<file path="src/rtl/bus_responder_if.sv">
// Bus-controller side of the CPU external bus as seen by a memory-mapped responder.
// The master modport is the bus controller; the slave modport is the responder.
interface bus_responder_if;
  logic [15:0] ADDR_BUF;
  logic [15:0] DOUT_BUF;
  logic        RDN_BUF;
  logic        WRN0_BUF;
  logic        WRN1_BUF;
  logic [15:0] DIN_BUF;
  logic        DIN_OEN;
  logic        SEL;
  logic        ERR;
  logic [7:0]  ERR_COUNT;

  modport master (
    output ADDR_BUF, DOUT_BUF, RDN_BUF, WRN0_BUF, WRN1_BUF,
    input  DIN_BUF, DIN_OEN, SEL, ERR, ERR_COUNT
  );

  modport slave (
    input  ADDR_BUF, DOUT_BUF, RDN_BUF, WRN0_BUF, WRN1_BUF,
    output DIN_BUF, DIN_OEN, SEL, ERR, ERR_COUNT
  );
endinterface

</file>
<file path="src/rtl/bus_responder.sv">
// Memory-mapped bank of 16-bit registers answering CPU bus strobes.
// Optional feature: define BUS_RESPONDER_ERRCNT_EN for the saturating conflict counter.
module bus_responder #(
  parameter logic [15:0] BASE_ADDR = 16'hF000,
  parameter int          ADDR_BITS = 4
) (
  input  logic            CLK,
  input  logic            RESET,
  bus_responder_if.slave  bus
);

  localparam int NUM_REGS = 1 << ADDR_BITS;

  typedef enum logic [1:0] {IDLE, READ, WRITE, CONFLICT} state_t;

  state_t                 state;
  logic [15:0]            regs [NUM_REGS];
  logic [15:0]            addr_q;
  logic [15:0]            dout_q;
  logic                   rd_q, wr0_q, wr1_q;
  logic                   rd_p, wr0_p, wr1_p;
  logic                   hit;
  logic                   all_high;
  logic                   was_high;
  logic                   any_wr;
  logic [ADDR_BITS-1:0]   word;
  logic                   unused_addr_lsb;

  assign hit             = (addr_q[15:ADDR_BITS+1] == BASE_ADDR[15:ADDR_BITS+1]);
  assign word            = addr_q[ADDR_BITS:1];
  assign all_high        = rd_q & wr0_q & wr1_q;
  assign was_high        = rd_p & wr0_p & wr1_p;
  assign any_wr          = ~wr0_q | ~wr1_q;
  assign unused_addr_lsb = addr_q[0];

  // Strobes reset to "low" so strobes held low across reset release never
  // look like a fresh falling edge; they must be seen high first.
  always_ff @(posedge CLK) begin
    if (RESET) begin
      addr_q <= 16'h0000;
      dout_q <= 16'h0000;
      rd_q   <= 1'b0;
      wr0_q  <= 1'b0;
      wr1_q  <= 1'b0;
      rd_p   <= 1'b0;
      wr0_p  <= 1'b0;
      wr1_p  <= 1'b0;
    end else begin
      addr_q <= bus.ADDR_BUF;
      dout_q <= bus.DOUT_BUF;
      rd_q   <= bus.RDN_BUF;
      wr0_q  <= bus.WRN0_BUF;
      wr1_q  <= bus.WRN1_BUF;
      rd_p   <= rd_q;
      wr0_p  <= wr0_q;
      wr1_p  <= wr1_q;
    end
  end

  // A new access starts only when all strobes were high last cycle and at
  // least one is low now; the write commits once, on entry to WRITE.
  always_ff @(posedge CLK) begin
    if (RESET) begin
      state       <= IDLE;
      bus.DIN_BUF <= 16'h0000;
      bus.DIN_OEN <= 1'b1;
      bus.SEL     <= 1'b0;
      bus.ERR     <= 1'b0;
      for (int i = 0; i < NUM_REGS; i++) begin
        regs[i] <= 16'h0000;
      end
    end else begin
      bus.ERR <= 1'b0;
      case (state)
        IDLE: begin
          if (hit && was_high && !all_high) begin
            bus.SEL <= 1'b1;
            if (!rd_q && !any_wr) begin
              state       <= READ;
              bus.DIN_BUF <= regs[word];
              bus.DIN_OEN <= 1'b0;
            end else if (rd_q) begin
              state <= WRITE;
              if (!wr0_q) regs[word][7:0]  <= dout_q[7:0];
              if (!wr1_q) regs[word][15:8] <= dout_q[15:8];
            end else begin
              state   <= CONFLICT;
              bus.ERR <= 1'b1;
            end
          end
        end
        default: begin
          if (all_high || !hit) begin
            state       <= IDLE;
            bus.SEL     <= 1'b0;
            bus.DIN_OEN <= 1'b1;
          end else if (state == READ) begin
            bus.DIN_BUF <= regs[word];
          end
        end
      endcase
    end
  end

`ifdef BUS_RESPONDER_ERRCNT_EN
  always_ff @(posedge CLK) begin
    if (RESET) begin
      bus.ERR_COUNT <= 8'h00;
    end else if (bus.ERR && (bus.ERR_COUNT != 8'hFF)) begin
      bus.ERR_COUNT <= bus.ERR_COUNT + 8'h01;
    end
  end
`else
  assign bus.ERR_COUNT = 8'h00;
`endif

endmodule
</file>
<file path="src/flat_wrapper.sv">
// flat-port wrapper written by rule: the top's interface ports become plain ports
module bus_responder_flat 
#(
  parameter logic [15:0] BASE_ADDR = 16'hF000,
  parameter int          ADDR_BITS = 4
)
  (CLK, RESET, bus_ADDR_BUF, bus_DOUT_BUF, bus_RDN_BUF, bus_WRN0_BUF, bus_WRN1_BUF, bus_DIN_BUF, bus_DIN_OEN, bus_SEL, bus_ERR, bus_ERR_COUNT);
  bus_responder_if bus_i ();
  input  logic CLK;
  input  logic RESET;
  input wire logic [$bits(bus_i.ADDR_BUF)-1:0] bus_ADDR_BUF;
  input wire logic [$bits(bus_i.DOUT_BUF)-1:0] bus_DOUT_BUF;
  input wire logic [$bits(bus_i.RDN_BUF)-1:0] bus_RDN_BUF;
  input wire logic [$bits(bus_i.WRN0_BUF)-1:0] bus_WRN0_BUF;
  input wire logic [$bits(bus_i.WRN1_BUF)-1:0] bus_WRN1_BUF;
  output wire logic [$bits(bus_i.DIN_BUF)-1:0] bus_DIN_BUF;
  output wire logic [$bits(bus_i.DIN_OEN)-1:0] bus_DIN_OEN;
  output wire logic [$bits(bus_i.SEL)-1:0] bus_SEL;
  output wire logic [$bits(bus_i.ERR)-1:0] bus_ERR;
  output wire logic [$bits(bus_i.ERR_COUNT)-1:0] bus_ERR_COUNT;
  assign bus_i.ADDR_BUF = bus_ADDR_BUF;
  assign bus_i.DOUT_BUF = bus_DOUT_BUF;
  assign bus_i.RDN_BUF = bus_RDN_BUF;
  assign bus_i.WRN0_BUF = bus_WRN0_BUF;
  assign bus_i.WRN1_BUF = bus_WRN1_BUF;
  assign bus_DIN_BUF = bus_i.DIN_BUF;
  assign bus_DIN_OEN = bus_i.DIN_OEN;
  assign bus_SEL = bus_i.SEL;
  assign bus_ERR = bus_i.ERR;
  assign bus_ERR_COUNT = bus_i.ERR_COUNT;
  bus_responder #(.BASE_ADDR(BASE_ADDR), .ADDR_BITS(ADDR_BITS)) u_core (.CLK(CLK), .RESET(RESET), .bus(bus_i));
endmodule
</file>
<file path="config.mk">
export PLATFORM = sky130hd
export DESIGN_NAME = bus_responder_flat
export DESIGN_NICKNAME = d
export VERILOG_FILES = /design/src/rtl/bus_responder_if.sv /design/src/rtl/bus_responder.sv /design/src/flat_wrapper.sv
export SDC_FILE = /design/constraint.sdc
export NUM_CORES = 1
export LEC_CHECK = 0
export CORE_AREA = 2 2 148 150
export DETAILED_ROUTE_END_ITERATION = 8
export DIE_AREA = 0 0 150 152
export PLACE_DENSITY = 0.86
export SETUP_SLACK_MARGIN = 0.15
export SLEW_MARGIN = 20
export SYNTH_ARGS = -nofsm -noshare
export SYNTH_HDL_FRONTEND = slang
export SYNTH_SLANG_ARGS = --single-unit
</file>
<file path="constraint.sdc">
create_clock -name CLK -period 4.7 [get_ports CLK]
set_input_delay 0.94 -clock CLK [delete_from_list [all_inputs] [get_ports CLK]]
set_output_delay 0.94 -clock CLK [all_outputs]
set_load 0.01 [all_outputs]
</file>
==> impl_metrics.tcl <==
set metrics [dict create \
    first_global_vias 8363 \
    drt_pre_antenna_iters 5 \
    end_kind "flop" \
    layout_stage_area_growth_over_the_synthesis_result_pct 11.2 \
    synth.avg_cell_area_um2 14.1 \
    critical_path_class "reg2reg" \
    critPathMaxFanout 53 \
    cts_tree "built" \
    fin_setup_tns_ns 0 \
    synth_top_family_by_area "simple AND/OR/NAND/NOR gates" \
    p_leak_uw 0.00568 \
    timing.hold.worst_path_depth 2 \
    synthSimpleGateAreaFrac_pct 14.5 \
    max_slew.worst_pin.slew_ns 1.01 \
    design.final.nets 1010 \
    final_layout_size_suffix_gt1_share_pct 14.8 \
    floorplan.die_area_um2 22800 \
    path_clk_slew_ns 0.06 \
    drv_cap 0 \
    design_power_total_uw 5910 \
    hold_violations 0 \
    rsz0062_at_grt "false" \
    die_h_um 152 \
    setup.worst_path.start "u_core.addr_q[1]" \
    antenna_violations_before_repair 0 \
    insertedDiodeCount 0 \
    post-route-min-period_ns 2.88 \
    grt-ovfl-total 0 \
    p_sw_share_pct 20.9 \
    ff_latch_count_synth 314 \
    ys_types 41 \
    start_kind "flop" \
    avgViaCountPerCell 6.51 \
    status "complete, no violations" \
    placement.io_buffers 54 \
    hold_path.class "reg2reg" \
    grt_pass1_wl_um 47400 \
    power.share.combinational_pct 5.1 \
    cts_sinks 314 \
    r2r_setup_slack_ns 1.82 \
    min_period_over_period_pct 61.3 \
    totalWireLength_um 31400 \
    maxClockFrequency_mhz 347 \
    synth_compound_gate_area_share_pct 5.83 \
    worst_clock_skew_ns 0.0256 \
    clock_insertion_delay_worst_skew_ns 0.57 \
    number_of_antenna_violating_nets_in_the_routed_design 0 \
    cts_made_buffers 30 \
    layout_common_cells "284 x nor2_1, 256 x edfxtp_1, 64 x mux4_2" \
    maxSlewViolCount 0 \
    worst_r2r_path_depth 5 \
    placeableCoreArea_um2 21400 \
    dp_hpwl_um 19600 \
    track_usage_pct 27.9 \
    regToRegEndpoint "u_core.bus.DIN_BUF[6]" \
    synthesis.instances 958 \
    power.sequential.fraction_pct 52.8 \
    timing.rr.start "u_core.addr_q[1]" \
    placementRows 54 \
    total_switching_power_uw 1240 \
    synth_fa_ha_area_share_pct 0 \
    synth-xor-area-share_pct 0 \
    post-cts-setup-buffers 0 \
    pin_count_of_the_biggest_net_entering_global_routing 71 \
    initial_utilization_pct 63.5 \
    design.portCount 64 \
    cts_hold_repair.buffers 0 \
    min_from "u_core.bus.DIN_BUF[4]" \
    synth-warning-count 0 \
    root_buffer "clkbuf_16" \
    yosysSeqAreaShare_pct 65.3 \
    die_width_um 150 \
    detailed_route_wire_length_per_cell_um 24.6 \
    post_cts_resized 0 \
    worstPathArrival_ns 3.30 \
    slew-limit-headroom_pct 32.4 \
    cellPowerDensity_nw_per_um2 392 \
    whs_endpoint "u_core.bus.DIN_BUF[4]" \
    drt_iter0_drc 1346 \
    vdd_drop_max_mv 0.224 \
    p_int_uw 4670 \
    synth.area.mux_share_pct 10.6 \
    gp_routability_congestion 0.820 \
    synth.cell_area_um2 13500 \
    cts_htree_levels 1 \
    most_common_cell_after_layout_fill_and_taps_aside "nor2_1" \
    drc 0 \
    cts_buffer_depth 3 \
    dr_total_vias 8307 \
    power_frac_clock_pct 42.0 \
    timing.critical_path.required_ns 5.12 \
    report.final.setup_viol 0 \
]
==> per-layer routing <==
metal | up-vias | global-route usage (%) | routed length [um]
met5 | - | 0 | 0
met2 | 575 | 44.9 | 15600
met4 | 0 | 12.1 | 1260
li1 | 3535 | - | -
met1 | 4098 | 37.8 | 11100
met3 | 99 | 5.11 | 3510
==> per-stage QoR <==
| step | hold slack, ns | std cells | worst slack (ns) | util, % | area, um^2 |
|---|---|---|---|---|---|
| global placement | 0.495 | 1221 | 1.47 | 65.8 | 14000 |
| CTS | 0.510 | 1277 | 1.81 | 70.6 | 15100 |
| finish | 0.504 | 1277 | 1.82 | 70.6 | 15100 |
| detailed placement | 0.502 | 1221 | 1.34 | 65.8 | 14000 |
| global route | 0.523 | 1277 | 1.63 | 70.6 | 15100 |
| floorplan | 0.516 | 965 | 2.11 | - | 13600 |
==> critical path, stage by stage (launching register included) <==
cell,delay [ns]
dfxtp_4,0.98
buf_4,0.58
mux4_2,0.58
a22o_1,0.24
nor2_1,0.22
o21ai_1,0.09
==> how the worst max path moves through the flow <==
| stage | to | cells past startpoint | slack (ns) |
|---|---|---|---|
| final | u_core.bus.DIN_BUF[6] | 5 | 1.82 |
| after detailed placement | u_core.regs[9][3] | 5 | 1.34 |
| after CTS | u_core.bus.DIN_BUF[6] | 5 | 1.81 |
| after floorplan | u_core.regs[5][0] | 6 | 2.11 |
| after global routing | u_core.bus.DIN_BUF[6] | 5 | 1.63 |
| after global placement | u_core.regs[11][2] | 5 | 1.47 |
==> flip-flops by register name (all words and copies together), names as in the netlist <==
register and count:
u_core.bus.ERR 1, u_core.wr1_p 1, u_core.wr1_q 1, u_core.regs 256
u_core.state 2, u_core.bus.DIN_OEN 1, u_core.addr_q 15, u_core.wr0_q 1
u_core.rd_q 1, u_core.dout_q 16, u_core.rd_p 1, u_core.wr0_p 1
u_core.bus.DIN_BUF 16, u_core.bus.SEL 1
==> Yosys cell counts (all sizes together) <==
cell type | n | area [um^2]
edfxtp | 256 | 7690
a21o | 32 | 240
nor3 | 2 | 10.0
and2 | 1 | 6.26
nand4 | 2 | 18.8
a21oi | 2 | 13.8
conb | 1 | 3.75
a21boi | 1 | 7.51
buf | 42 | 327
and3b | 1 | 8.76
nor4 | 3 | 40.0
nor4b | 4 | 68.8
nand2b | 2 | 12.5
o311ai | 16 | 140
or4 | 1 | 7.51
a22o | 32 | 280
mux4 | 64 | 1440
inv | 2 | 7.51
nor2 | 285 | 1070
dfxtp | 58 | 1160
and3 | 3 | 18.8
nand4b | 16 | 328
clkbuf | 46 | 173
o21a | 3 | 22.5
and4 | 2 | 17.5
o21ai | 17 | 85.1
nor2b | 40 | 250
nand2 | 18 | 67.6
nand3 | 5 | 25.0
or2 | 1 | 6.26
==> cells by family after synthesis <==
kind of cell | after synthesis
and+or+nand+nor | 386
DFF | 314
AOI/OAI and AO/OA | 103
buffers and inverters | 90
muxes | 64
other | 1
==> power groups by stage <==
| stage | sequential, uW | combinational [uW] | clock, uW |
|---|---|---|---|
| 4_1_cts | 3120 | 300 | 2490 |
| 3_3_place_gp | 3170 | 290 | 0 |
| 6_report | 3120 | 303 | 2480 |
| 2_1_floorplan | 3140 | 222 | 0 |
| 5_1_grt | 3130 | 318 | 2600 |
| 3_5_place_dp | 3180 | 298 | 0 |
==> area by class of cell <==
cell class              instances  area [um^2]
fillers                      1326         6290
well taps                     280          350
clock buffers                  43          850
clock inverters                13          173
inverters                       2         7.51
multi-input cells             561         4220
flip-flops and latches        314         8850
repair buffers                 64          611
Power figures use the tool's default switching activity.
